<file path="config.mk">
export PLATFORM = sky130hd
export DESIGN_NAME = dcache_ctrl
export DESIGN_NICKNAME = d
export VERILOG_FILES = /design/src/rtl/dcache_pkg.sv /design/src/rtl/dcache_line_array.sv /design/src/rtl/dcache_ctrl.sv
export SDC_FILE = /design/constraint.sdc
export NUM_CORES = 1
export LEC_CHECK = 0
export BUFFER_PORTS_ARGS = -buffer_cell sky130_fd_sc_hd__buf_4
export CAP_MARGIN = 5
export CORE_MARGIN = 5
export CORE_UTILIZATION = 40
export DETAILED_ROUTE_END_ITERATION = 6
export GPL_ROUTABILITY_DRIVEN = 0
export PLACE_DENSITY = 0.54
export SKIP_CTS_REPAIR_TIMING = 1
export SLEW_MARGIN = 20
export SYNTH_ARGS = -nofsm -noshare
export SYNTH_HDL_FRONTEND = slang
export SYNTH_SLANG_ARGS = --single-unit
</file>
<file path="constraint.sdc">
create_clock -name clk_i -period 7.5 [get_ports clk_i]
set_clock_uncertainty 0.05 [all_clocks]
set_input_delay 0.75 -clock clk_i [delete_from_list [all_inputs] [get_ports clk_i]]
set_output_delay 0.75 -clock clk_i [all_outputs]
set_load 0.01 [all_outputs]
</file>
<file path="src/rtl/dcache_pkg.sv">
// Shared types and widths for the direct-mapped write-back data cache.
package dcache_pkg;

  localparam int ADDR_W = 32;
  localparam int DATA_W = 32;
  localparam int OFF_W  = 2;

  typedef enum logic [1:0] {
    ST_IDLE,
    ST_WRITEBACK,
    ST_FILL
  } state_t;

  function automatic int tag_width(input int idx_w);
    return ADDR_W - idx_w - OFF_W;
  endfunction

endpackage

</file>
<file path="src/rtl/dcache_line_array.sv">
// Per-line valid/dirty/tag/data storage: combinational read at idx,
// one synchronous write port with per-field enables.
module dcache_line_array
  import dcache_pkg::*;
#(
  parameter int NUM_LINES = 8,
  parameter int IDX_W     = 3,
  parameter int TAG_W     = 27
) (
  input  logic              clk,
  input  logic              rst_n,
  input  logic [IDX_W-1:0]  idx,
  input  logic              we_valid,
  input  logic              we_dirty,
  input  logic              we_tag,
  input  logic              we_data,
  input  logic              wr_valid,
  input  logic              wr_dirty,
  input  logic [TAG_W-1:0]  wr_tag,
  input  logic [DATA_W-1:0] wr_data,
  output logic              rd_valid,
  output logic              rd_dirty,
  output logic [TAG_W-1:0]  rd_tag,
  output logic [DATA_W-1:0] rd_data
);

  logic [NUM_LINES-1:0] valid_q;
  logic [NUM_LINES-1:0] dirty_q;
  logic [TAG_W-1:0]     tag_q  [NUM_LINES];
  logic [DATA_W-1:0]    data_q [NUM_LINES];

  always_ff @(posedge clk or negedge rst_n) begin
    if (!rst_n) begin
      valid_q <= '0;
      dirty_q <= '0;
    end else begin
      if (we_valid) valid_q[idx] <= wr_valid;
      if (we_dirty) dirty_q[idx] <= wr_dirty;
    end
  end

  // Tag and data are meaningless until valid is set, so they carry no reset.
  always_ff @(posedge clk) begin
    if (we_tag)  tag_q[idx]  <= wr_tag;
    if (we_data) data_q[idx] <= wr_data;
  end

  assign rd_valid = valid_q[idx];
  assign rd_dirty = dirty_q[idx];
  assign rd_tag   = tag_q[idx];
  assign rd_data  = data_q[idx];

endmodule

</file>
<file path="src/rtl/dcache_ctrl.sv">
// Direct-mapped, write-back, write-allocate data cache controller with a
// req/ack initiator port toward the word-addressed data memory.
//
// state     | meaning
// ----------+--------------------------------------------------------
// IDLE      | serving hits; a miss stalls and picks the next state
// WRITEBACK | dirty victim being written to memory
// FILL      | missing word being read from memory
module dcache_ctrl
  import dcache_pkg::*;
#(
  parameter int NUM_LINES = 8,
  parameter int IDX_W     = 3
) (
  input  logic        clk_i,
  input  logic        rst_i,
  input  logic        MemRead_i,
  input  logic        MemWrite_i,
  input  logic [31:0] Addr_i,
  input  logic [31:0] WriteData_i,
  output logic [31:0] ReadData_o,
  output logic        stall_o,
  output logic        mem_enable_o,
  output logic        mem_write_o,
  output logic [31:0] mem_addr_o,
  output logic [31:0] mem_data_o,
  input  logic        mem_ack_i,
  input  logic [31:0] mem_data_i
);

  localparam int TAG_W = tag_width(IDX_W);

  state_t state_q, state_nxt;

  logic [IDX_W-1:0]  idx;
  logic [TAG_W-1:0]  addr_tag;
  logic              unused_byte_bits;
  logic              rd_valid, rd_dirty;
  logic [TAG_W-1:0]  rd_tag;
  logic [DATA_W-1:0] rd_data;
  logic              we_valid, we_dirty, we_tag, we_data;
  logic              wr_dirty;
  logic [DATA_W-1:0] wr_data;
  logic              req, wr_req, hit, victim_dirty, ack;
  logic              do_wr_hit, do_install_wr, do_fill, do_clean;
  logic              mem_enable_nxt, mem_write_nxt;
  logic [31:0]       mem_addr_nxt, mem_data_nxt, fill_addr, victim_addr;

  assign idx              = Addr_i[IDX_W+OFF_W-1:OFF_W];
  assign addr_tag         = Addr_i[ADDR_W-1:IDX_W+OFF_W];
  assign unused_byte_bits = ^Addr_i[OFF_W-1:0];

  assign req          = MemRead_i | MemWrite_i;
  assign wr_req       = MemWrite_i;
  assign hit          = rd_valid & (rd_tag == addr_tag);
  assign victim_dirty = rd_valid & rd_dirty;
  assign ack          = mem_ack_i & mem_enable_o;
  assign fill_addr    = {Addr_i[31:OFF_W], 2'b00};
  assign victim_addr  = {rd_tag, idx, 2'b00};

  dcache_line_array #(
    .NUM_LINES (NUM_LINES),
    .IDX_W     (IDX_W),
    .TAG_W     (TAG_W)
  ) u_lines (
    .clk      (clk_i),
    .rst_n    (rst_i),
    .idx      (idx),
    .we_valid (we_valid),
    .we_dirty (we_dirty),
    .we_tag   (we_tag),
    .we_data  (we_data),
    .wr_valid (1'b1),
    .wr_dirty (wr_dirty),
    .wr_tag   (addr_tag),
    .wr_data  (wr_data),
    .rd_valid (rd_valid),
    .rd_dirty (rd_dirty),
    .rd_tag   (rd_tag),
    .rd_data  (rd_data)
  );

  always_comb begin
    state_nxt      = state_q;
    mem_enable_nxt = mem_enable_o;
    mem_write_nxt  = mem_write_o;
    mem_addr_nxt   = mem_addr_o;
    mem_data_nxt   = mem_data_o;
    do_wr_hit      = 1'b0;
    do_install_wr  = 1'b0;
    do_fill        = 1'b0;
    do_clean       = 1'b0;

    case (state_q)
      ST_IDLE: begin
        if (req && hit) begin
          do_wr_hit = wr_req;
        end else if (req && victim_dirty) begin
          state_nxt      = ST_WRITEBACK;
          mem_enable_nxt = 1'b1;
          mem_write_nxt  = 1'b1;
          mem_addr_nxt   = victim_addr;
          mem_data_nxt   = rd_data;
        end else if (wr_req) begin
          // A line is one word, so a store miss needs no fill.
          do_install_wr = 1'b1;
        end else if (req) begin
          state_nxt      = ST_FILL;
          mem_enable_nxt = 1'b1;
          mem_write_nxt  = 1'b0;
          mem_addr_nxt   = fill_addr;
        end
      end

      ST_WRITEBACK: begin
        if (ack) begin
          do_clean = 1'b1;
          if (wr_req) begin
            do_install_wr  = 1'b1;
            state_nxt      = ST_IDLE;
            mem_enable_nxt = 1'b0;
            mem_write_nxt  = 1'b0;
          end else begin
            state_nxt     = ST_FILL;
            mem_write_nxt = 1'b0;
            mem_addr_nxt  = fill_addr;
          end
        end
      end

      ST_FILL: begin
        if (ack) begin
          do_fill        = 1'b1;
          state_nxt      = ST_IDLE;
          mem_enable_nxt = 1'b0;
        end
      end

      default: state_nxt = ST_IDLE;
    endcase

    we_valid = do_install_wr | do_fill;
    we_tag   = do_install_wr | do_fill;
    we_data  = do_wr_hit | do_install_wr | do_fill;
    we_dirty = do_wr_hit | do_install_wr | do_fill | do_clean;
    wr_dirty = do_wr_hit | do_install_wr;
    wr_data  = do_fill ? mem_data_i : WriteData_i;
  end

  always_ff @(posedge clk_i or negedge rst_i) begin
    if (!rst_i) begin
      state_q      <= ST_IDLE;
      mem_enable_o <= 1'b0;
      mem_write_o  <= 1'b0;
      mem_addr_o   <= '0;
      mem_data_o   <= '0;
    end else begin
      state_q      <= state_nxt;
      mem_enable_o <= mem_enable_nxt;
      mem_write_o  <= mem_write_nxt;
      mem_addr_o   <= mem_addr_nxt;
      mem_data_o   <= mem_data_nxt;
    end
  end

  // Reset gates stall so the pipeline is never frozen while held in reset.
  assign stall_o    = rst_i & ((state_q != ST_IDLE) | (req & ~hit));
  assign ReadData_o = (state_q == ST_IDLE && MemRead_i && !MemWrite_i && hit)
                      ? rd_data : 32'h0;

endmodule

</file>
# After elaboration in Yosys (flattened, before gate mapping)
# Memories as Yosys holds them, arrays and structs flattened.
# Cells that the tools add are included.
dict set report totals {
  n_memories 2
  output_inout_bits 99
  ff_bits 84
  rom_bits 0
  latch_bits 0
  input_bits 101
  ramBits 472
}
dict set report op_classes {
  eq_ne 10
  n_addsub 0
  muxes 51
  multipliers 0
  shifts 0
  reduce_logical 16
  magnitude_cmp 2
  div_mod_pow 0
  bitwise 14
}
# memory depth word_bits rd rd_clocked_by_memory_dff write_ports line_no
set memory_table {}
lappend memory_table {u_lines.data_q 8 32 1 0 1 dcache_line_array.sv:30} ;# logic [DATA_W-1:0] data_q [NUM_LINES];
lappend memory_table {u_lines.tag_q 8 27 1 0 1 dcache_line_array.sv:29} ;# logic [TAG_W-1:0] tag_q [NUM_LINES];
# cell n
set op_table {}
lappend op_table {{$mux 32} 8}
lappend op_table {{$pmux 32 s2} 1}
lappend op_table {{$eq 27x27->1} 1}
lappend op_table {{$mux 1} 27}
lappend op_table {{$mux 2} 7}
lappend op_table {{$ne 2x2->1 const B} 5}
lappend op_table {{$reduce_and 5->1} 2}
lappend op_table {{$bwmux 8} 1}
lappend op_table {{$or 8x8->8} 1}
lappend op_table {{$reduce_and 7->1} 1}
lappend op_table {{$bmux 1 s3} 2}
lappend op_table {{$logic_and 1x1->1} 6}
lappend op_table {{$ne 3x3->1 const B} 2}
lappend op_table {{$or 1x1->1} 6}
lappend op_table {{$pmux 2 s3} 1}
lappend op_table {{$reduce_and 6->1} 1}
lappend op_table {{$and 1x1->1} 5}
lappend op_table {{$lt 3x4->1 const B} 1}
lappend op_table {{$pmux 1 s2} 2}
lappend op_table {{$reduce_bool 2->1} 2}
lappend op_table {{$demux 1 s3} 1}
lappend op_table {{$ge 3x1->1 const B} 1}
lappend op_table {{$pmux 1 s3} 1}
lappend op_table {{$reduce_and 3->1} 1}
lappend op_table {{6 further kinds} 7}

# Depth between registers and ports, before layout
# Gate-level depths: netlist of run 1.
dict set report depth {
  depth_word 11
  ltp_mapped 15
  mapped_depth_nobuf 9
}

# Modules after synthesis
# A second synthesis of run 1 with hierarchy kept.
dict set report unflattened {
  hier_cells 1097
  hier_area_um2 22693.0
}
# mod area_per_inst_um2 instances seq_area_each_um2 cells_each
set modules_own_cells {}
lappend modules_own_cells {dcache_line_array 18607.8 1 14574.0 775}
lappend modules_own_cells {dcache_ctrl 4085.2 1 1651.6 322}

# Least setup slack after synthesis of run 1
# No wires, ideal clock.
dict set report synth_timing {
  path_kind {input port to flip-flop}
  startpoint {input port Addr_i[4]}
  endpoint {memory u_lines.data_q[0][0], enable pin}
  path_slack_ps 1459
  setup_time_ps 461
  required_ps 6989
  cell_stages 14
  arrival_time_ps 5530
  path_cell_list {buf_6 > buf_4 > buf_6 > buf_4 > buf_2 > mux2i_1 > a221oi_1 > xnor2_1 > nand4_1 > nor4b_4 > o211ai_2 > and3_1 > buf_2 > nor3_1}
}
dict set report synth_via {
  elab_chain_cells 11
  elab_cells_between_ends 19
}
# item line_no
set synth_lines {}
lappend synth_lines {{start, declared} dcache_ctrl.sv:19} ;# input logic [31:0] Addr_i,
lappend synth_lines {{branches (longest 11 deep; another with $mem_v2 8x27)} --}
lappend synth_lines {{end, declared} dcache_line_array.sv:30}
# Parallel ways; which one is timed is not known. The select of a mux whose other input is x is not followed.

# Final worst setup path of run 1
dict set report layout_timing {
  startpoint {input port Addr_i[4]}
  endpoint {output port ReadData_o[2]}
}
dict set report layout_via {
  elab_chain_cells 5
  elab_cells_between_ends 8
}
# item line_no
set layout_lines {}
lappend layout_lines {{$mem_v2 8x27 or $bmux 1 s3 (tied branches)} --}
lappend layout_lines {{$eq 27x27->1 or $mux 1 (tied branches)} {dcache_ctrl.sv:55, dcache_line_array.sv:48}}
lappend layout_lines {{$and 1x1->1} dcache_ctrl.sv:55} ;# assign hit = rd_valid & (rd_tag == addr_tag);
lappend layout_lines {{$logic_and 1x1->1} dcache_ctrl.sv:168} ;# assign ReadData_o = (state_q == ST_IDLE && MemRead_i && !MemWrite_i && hit)
lappend layout_lines {{$mux 32 (*)} dcache_ctrl.sv:169} ;# ? rd_data : 32'h0;
lappend layout_lines {{end, declared} dcache_ctrl.sv:21} ;# output logic [31:0] ReadData_o,
# Mark *: on every way between the ends. The rest lies on a longest branch, timed or not. The select of a mux whose other input is x is not followed.

==> results of run 1 <==
-- flip-flops by register name (all words and copies together), names as in the netlist --
signal / count
mem_data_o: 32
u_lines.valid_q: 8
state_q: 2
u_lines.dirty_q: 8
u_lines.data_q: 256
mem_addr_o: 30
mem_write_o: 1
u_lines.tag_q: 216
mem_enable_o: 1
-- logic make-up (layout without fill, tap and decap cells) --
family                   count (synthesis)  after routing
flip-flops                             554            554
AND/OR/NAND/NOR                        284            284
AO/OA/AOI/OAI                          263            263
multiplexers                           220            220
buffers and inverters                   94            363
XOR/XNOR                                 9              9
adder cells (fa/ha/maj)                  4              4
other                                    1              2
-- area by class of cell --
class	instances	share of cell area, %
Sequential cell	554	59.8
Multi-Input combinational cell	782	22.9
Timing Repair Buffer	238	6.64
Clock buffer	74	5.69
Tap cell	756	3.49
Clock inverter	38	1.34
Inverter	13	0.180
-- through the flow --
| stage | setup slack, ps | std cells | hold WS, ps | power, mW |
|---|---|---|---|---|
| 2_1_floorplan | 1460 | 1430 | 387 | 5.16 |
| 3_3_place_gp | 1360 | 2343 | 403 | 5.86 |
| 3_5_place_dp | 1290 | 2343 | 413 | 5.89 |
| 4_1_cts | 1730 | 2455 | 30.3 | 8.75 |
| 5_1_grt | 1560 | 2455 | 74.7 | 9.03 |
| 6_report | 1790 | 2455 | 53.1 | 8.65 |
-- worst max-delay path, stage by stage --
cell and delay, ps:
buf_6 670, buf_4 630, mux2_2 400, o22ai_1 220, or3_1 160, nand4_1 200
nor4_1 430, and4_1 240, and4b_1 270, nand4_1 130, buf_4 310, nor2b_1 210
buf_4 150
-- path summary, 6_finish.rpt --
kind	from	to	slack [ps]	depth (start not counted)
worst max-delay path	Addr_i[4]	ReadData_o[2]	1790	13
worst min-delay path	rst_i	mem_addr_o[7]	50	1
worst max register to register	u_lines.tag_q[7][11]	u_lines.data_q[7][4]	2910	10
worst min register to register	u_lines.valid_q[3]	u_lines.valid_q[3]	430	1
max in group asynchronous	rst_i	mem_data_o[19]	6150	2
min in group clk_i	Addr_i[16]	u_lines.tag_q[4][11]	330	1
-- cell usage in the layout, fill, tap and decap left out, types with 17 or more instances in the layout --
| master | count |
|---|---|
| mux4_2 | 25 |
| nor3_1 | 17 |
| dfrtp_1 | 82 |
| nand2_1 | 87 |
| mux2i_1 | 82 |
| mux2_2 | 84 |
| buf_4 | 236 |
| edfxtp_1 | 472 |
| clkbuf_16 | 59 |
| mux2_4 | 28 |
| a22oi_1 | 33 |
| a21oi_1 | 55 |
| nor2_1 | 92 |
| o21ai_0 | 39 |
| a221oi_1 | 41 |
-- report_power, final --
part | internal [mW] | switching, mW
Sequential | 3.80 | 0.162
Combinational | 0.828 | 1.02
Clock | 1.64 | 1.20
Total | 6.27 | 2.39
-- per-layer routing --
| metal | GRT usage (%) | share of wire (%) | vias up |
|---|---|---|---|
| li1 | - | - | 6043 |
| met1 | 26.8 | 45 | 6842 |
| met2 | 32.1 | 49 | 396 |
| met3 | 2.72 | 4.6 | 77 |
| met4 | 4.45 | 1.8 | 0 |
| met5 | 0 | 0 | - |
==> impl_metrics.json, run 1 <==
{
  "n_fill_cell": 4857,
  "root_buffer": "clkbuf_16",
  "cp-start-kind": "input port",
  "fin_crit_sh_pct": 76.2,
  "synth_top_family_by_area": "multiplexers",
  "fin_area_sq_mm": 0.0271,
  "antenna_found_initial": 0,
  "overflow": 0,
  "synthAdderAreaFrac_pct": 0.219,
  "drc": 0,
  "synth_seq_cells": 554,
  "num_rows": 87,
  "synth-async-reset-ratio_pct": 14.8,
  "synth_top_area_share_pct": 62.0,
  "multi_input_area_sq_mm": 0.00621,
  "crit_required_ps": 6700,
  "slew_violations": 0,
  "crit_arrival_ps": 4910,
  "dr.pass1.iters": 5,
  "place_area_sq_mm": 0.0252,
  "synth_compound_area_share_pct": 8.21,
  "die_width_microns": 249,
  "powerDensity_mw_per_mm2": 319,
  "portBuffers": 195,
  "endpoint_kind": "output port",
  "areaGrowthSynthToFinish_pct": 18.7,
  "ant_nets": 0,
  "grt_pass1_wl_microns": 90700,
  "cts_buffer_depth": 3,
  "hold_viol": 0,
  "post_drt_via_cell_ratio": 5.44,
  "grt_pass1_vias": 13694,
  "pin_count": 200,
  "yosysTopAreaCell": "edfxtp_1",
  "core_area_sq_mm": 0.0565,
  "die_area_sq_mm": 0.0621,
  "synthSimpleGateAreaFrac_pct": 5.79,
  "grt_max_degree": 86,
  "netlist_instances": 1429,
  "seq_area_sq_mm": 0.0162,
  "wl_per_cell_microns": 24.8,
  "clk_latency_ps": 630,
  "path_clk_slew_ps": 60,
  "die_h_microns": 249,
  "synth_warnings": 0,
  "netlist_area_sq_mm": 0.0229,
  "ys_seq_area_share_pct": 70.9,
  "cts.sinks": 554,
  "routed_wl_microns": 60900,
  "postSynthAreaPerCell_sq_um": 16.0,
  "yosysUniqueCellTypes": 75,
  "synth_common_cells": "edfxtp_1 (472), nor2_1 (108), nand2_1 (87)",
  "utilization_pct": 48.0,
  "rsz0062_at_grt": "false",
  "p_leak_nw": 9.70,
  "synth.area.mux_share_pct": 12.1,
  "grt.total_usage_pct": 19.2,
  "synth_most_common_cell": "edfxtp_1",
  "path_class": "in2out",
  "fin_crit_ps": 5710,
  "vias": 13358,
  "ys.flop_type": "edfxtp_1",
  "status": "completed",
  "critPathMaxFanout": 85,
  "setup_viol": 0,
  "maxCapViolCount": 0,
  "max-slew-margin-rel_pct": 27.4,
  "synth_xor_area_share_pct": 0.345,
  "yosys-top-cells-area": "edfxtp_1 (62%), dfrtp_1 (9.0%), mux2_2 (4.1%)",
  "htreeDepth": 2,
  "antenna_cells": 0,
  "min-delay-path-class": "in2async",
  "peakVddDrop_mv": 0.187,
  "dp_hpwl_microns": 37400,
  "drive_above_1_share_pct": 29.5,
  "final_net_count": 1753,
  "worst_pin_slew_ps": 1090,
  "cts_tree": "done",
  "fin_tns_setup_ps": 0,
  "drtIter0Drc": 1035,
  "start_util_pct": 40.5,
  "numCtsBuffers": 59,
  "max_freq_ghz": 0.175,
  "synth_edf_count": 472
}
Power figures use the tool's default switching activity.
==> run 2, diff against run 1 <==
--- a/config.mk
+++ b/config.mk
@@ -5,13 +5,14 @@
 export SDC_FILE = /design/constraint.sdc
 export NUM_CORES = 1
 export LEC_CHECK = 0
+export ABC_AREA = 1
 export BUFFER_PORTS_ARGS = -buffer_cell sky130_fd_sc_hd__buf_4
 export CAP_MARGIN = 5
 export CORE_MARGIN = 5
 export CORE_UTILIZATION = 40
 export DETAILED_ROUTE_END_ITERATION = 6
 export GPL_ROUTABILITY_DRIVEN = 0
-export PLACE_DENSITY = 0.54
+export PLACE_DENSITY = 0.56
 export SKIP_CTS_REPAIR_TIMING = 1
 export SLEW_MARGIN = 20
 export SYNTH_ARGS = -nofsm -noshare
==> constraint.sdc (replaced) <==
create_clock -name clk_i -period 5 [get_ports clk_i]
set_clock_uncertainty 0.05 [all_clocks]
set_input_delay 0.5 -clock clk_i [delete_from_list [all_inputs] [get_ports clk_i]]
set_output_delay 0.5 -clock clk_i [all_outputs]
set_load 0.01 [all_outputs]
==> impl_metrics.json, run 2 <==
{
  "die_width_microns": 250,
  "layout_common_cells": "nand2_1 (644), edfxtp_1 (472), buf_4 (240), inv_1 (211), nor2_1 (114)",
  "ant_nets": 0,
  "crit_arrival_ps": 3450,
  "drive_above_1_share_pct": 16.3,
  "cp.depth": 20,
  "start_util_pct": 40.2,
  "portBuffers": 195,
  "final_net_count": 2374,
  "yosysUniqueCellTypes": 37,
  "path_clk_slew_ps": 60,
  "reg_top3": "u_lines.data_q (256), u_lines.tag_q (216), mem_data_o (32)",
  "dp_hpwl_microns": 34600,
  "regMostFlops": "u_lines.data_q",
  "fin_area_sq_mm": 0.0274,
  "worst_pin_slew_ps": 1070,
  "grt_pass1_vias": 15228,
  "cts.sinks": 554,
  "crit_required_ps": 4450,
  "peakVddDrop_mv": 0.234,
  "cp_common_cell": "nand2_1",
  "crit_path_cell_trace": "buf_4, buf_4, nand2_1, nand2_1, nand2_1, nand2_1, nand2_1, nand2_1, inv_1, nand2_1, nand2_1, nor2_1, nand2_1, nor2_2, nand2_2, nor2_1, nand3_1, buf_4, nor2_1, buf_4",
  "dpl_worst_slack_ps": 357,
  "rsz0062_at_grt": "false",
  "slew_violations": 0,
  "setup_viol": 0,
  "num_rows": 88,
  "hold_viol": 0,
  "ys.flop_type": "edfxtp_1",
  "postSynthAreaPerCell_sq_um": 11.2,
  "core_area_sq_mm": 0.0574,
  "synth-async-reset-ratio_pct": 14.8,
  "cts_tree": "done",
  "fin_tns_setup_ps": 0,
  "cts_buffer_depth": 3,
  "pin_count": 200,
  "path_class": "in2out",
  "areaGrowthSynthToFinish_pct": 18.8,
  "reg2reg_slack_ps": 1310,
  "cp.buffers_inverters": 5,
  "ys_seq_area_share_pct": 70.3,
  "crit_family": "simple AND/OR/NAND/NOR gates",
  "post_drt_via_cell_ratio": 5.01,
  "netlist_area_sq_mm": 0.0231,
  "routed_wl_microns": 59300,
  "synth_edf_count": 472,
  "grt.total_usage_pct": 18.6,
  "critPathMaxFanout": 39,
  "maxCapViolCount": 0,
  "yosysTopAreaCell": "edfxtp_1",
  "largest_reg_flops": 256,
  "synth_seq_cells": 554,
  "yosys-top-cells-area": "edfxtp_1 (61%), nand2_1 (10%), dfrtp_1 (8.9%)",
  "endpoint_kind": "output port",
  "r2r_cells": 15,
  "dr.pass1.iters": 5,
  "crit_end": "ReadData_o[14]",
  "synth_top_area_share_pct": 61.4,
  "clk_latency_ps": 630,
  "status": "completed",
  "n_fill_cell": 5188,
  "rr_startpoint": "u_lines.tag_q[0][12]",
  "synth_common_cells": "nand2_1 (645), edfxtp_1 (472), inv_1 (211)",
  "die_h_microns": 250,
  "fin_crit_sh_pct": 80.1,
  "startpoint": "Addr_i[2]",
  "drtIter0Drc": 1141,
  "synth_warnings": 0,
  "overflow": 0,
  "root_buffer": "clkbuf_16",
  "wl_per_cell_microns": 19.3,
  "fin_hold_ws_ps": 90.7,
  "drc": 0,
  "p_leak_nw": 11.4,
  "max_freq_ghz": 0.250,
  "reg2reg_to": "u_lines.data_q[4][27]",
  "grt_pass1_wl_microns": 91500,
  "slowest_stage": "buf_4",
  "power_mw": 9.82,
  "setup_slack_ps": 996,
  "mostFrequentLayoutCell": "nand2_1",
  "grt_max_degree": 69,
  "place_area_sq_mm": 0.0255,
  "netlist_instances": 2055,
  "cp-start-kind": "input port",
  "htreeDepth": 2,
  "synth_most_common_cell": "nand2_1",
  "numCtsBuffers": 58,
  "max-slew-margin-rel_pct": 28.7,
  "min-delay-path-class": "in2reg",
  "fin_crit_ps": 4000,
  "cp_slowest_stage_delay_ps": 460,
  "powerDensity_mw_per_mm2": 358,
  "antenna_found_initial": 1,
  "die_area_sq_mm": 0.0626,
  "vias": 15428
}
-- run 2: cell count changes after synthesis, moves of 25 or more --
cell | before | now
o21ai_0 | 39 | 110
mux2_2 | 84 | 2
mux2_4 | 28 | 0
mux2i_1 | 82 | 0
mux4_2 | 25 | 0
nand2_1 | 87 | 645
inv_1 | 12 | 211
nand4_1 | 5 | 31
nand3_1 | 8 | 89
a21oi_1 | 55 | 8
-- run 2: cell type report --
cell class	instances	area (sq um)	area share [%]
well taps	765	957	3.49
clock buffers	84	1630	5.95
repair buffers	244	1880	6.85
multi-input cells	1188	5600	20.4
flip-flops and latches	554	16200	59.2
clock inverters	20	290	1.06
inverters	223	837	3.05
diodes	1	2.50	0.00913
-- run 2: kinds of logic (layout without fill, tap and decap cells) --
| group | after synthesis | in the layout | synth area share [%] |
|---|---|---|---|
| mux | 2 | 2 | 0.0976 |
| simple gates | 938 | 938 | 16.8 |
| xor+xnor | 1 | 1 | 0.0380 |
| compound gates | 241 | 241 | 6.83 |
| buf+inv | 314 | 571 | 5.72 |
| flops | 554 | 554 | 70.3 |
| fa+ha+maj | 4 | 4 | 0.217 |
| other cells | 1 | 3 | 0.0163 |
-- run 2: per-stage QoR --
| stage | cells | util (%) |
|---|---|---|
| after floorplan | 2056 | - |
| final | 3079 | 47.8 |
| after global routing | 3078 | 47.8 |
| after CTS | 3077 | 47.8 |
| after detailed placement | 2973 | 44.4 |
| after global placement | 2971 | 44.3 |
-- run 2: layer usage --
metal | wire length, microns | vias up | global-route usage (%)
met4 | 1160 | 0 | 4.23
met3 | 3220 | 91 | 2.71
met5 | 0 | - | 0
met2 | 27900 | 412 | 30.4
li1 | - | 7391 | -
met1 | 27100 | 7534 | 26.6
-- run 2: report_power, final --
group / internal, mW / leakage (nW) / switching, mW
Sequential: 5.01 / 5.38 / 0.0000149
Combinational: 0.154 / 5.13 / 0.327
Clock: 2.53 / 0.930 / 1.80
Total: 7.70 / 11.4 / 2.12
-- run 2: worst reg2reg max path: cells and delay by family, from the launching register on --
kind	cells	cell delay (ps)
simple gates	14	2680
flops	1	360
buf+inv	1	330
-- run 2: how the worst min path moves through the flow --
stage | startpoint | end | slack (ps) | cells past startpoint
2_1_floorplan | rst_i | mem_addr_o[10] | 150 | 0
5_1_grt | Addr_i[12] | u_lines.tag_q[4][7] | 70 | 1
6_report | Addr_i[12] | u_lines.tag_q[1][7] | 90 | 1
3_5_place_dp | u_lines.valid_q[5] | u_lines.valid_q[5] | 400 | 1
3_3_place_gp | u_lines.valid_q[4] | u_lines.valid_q[4] | 380 | 2
4_1_cts | rst_i | mem_data_o[15] | -260 | 1
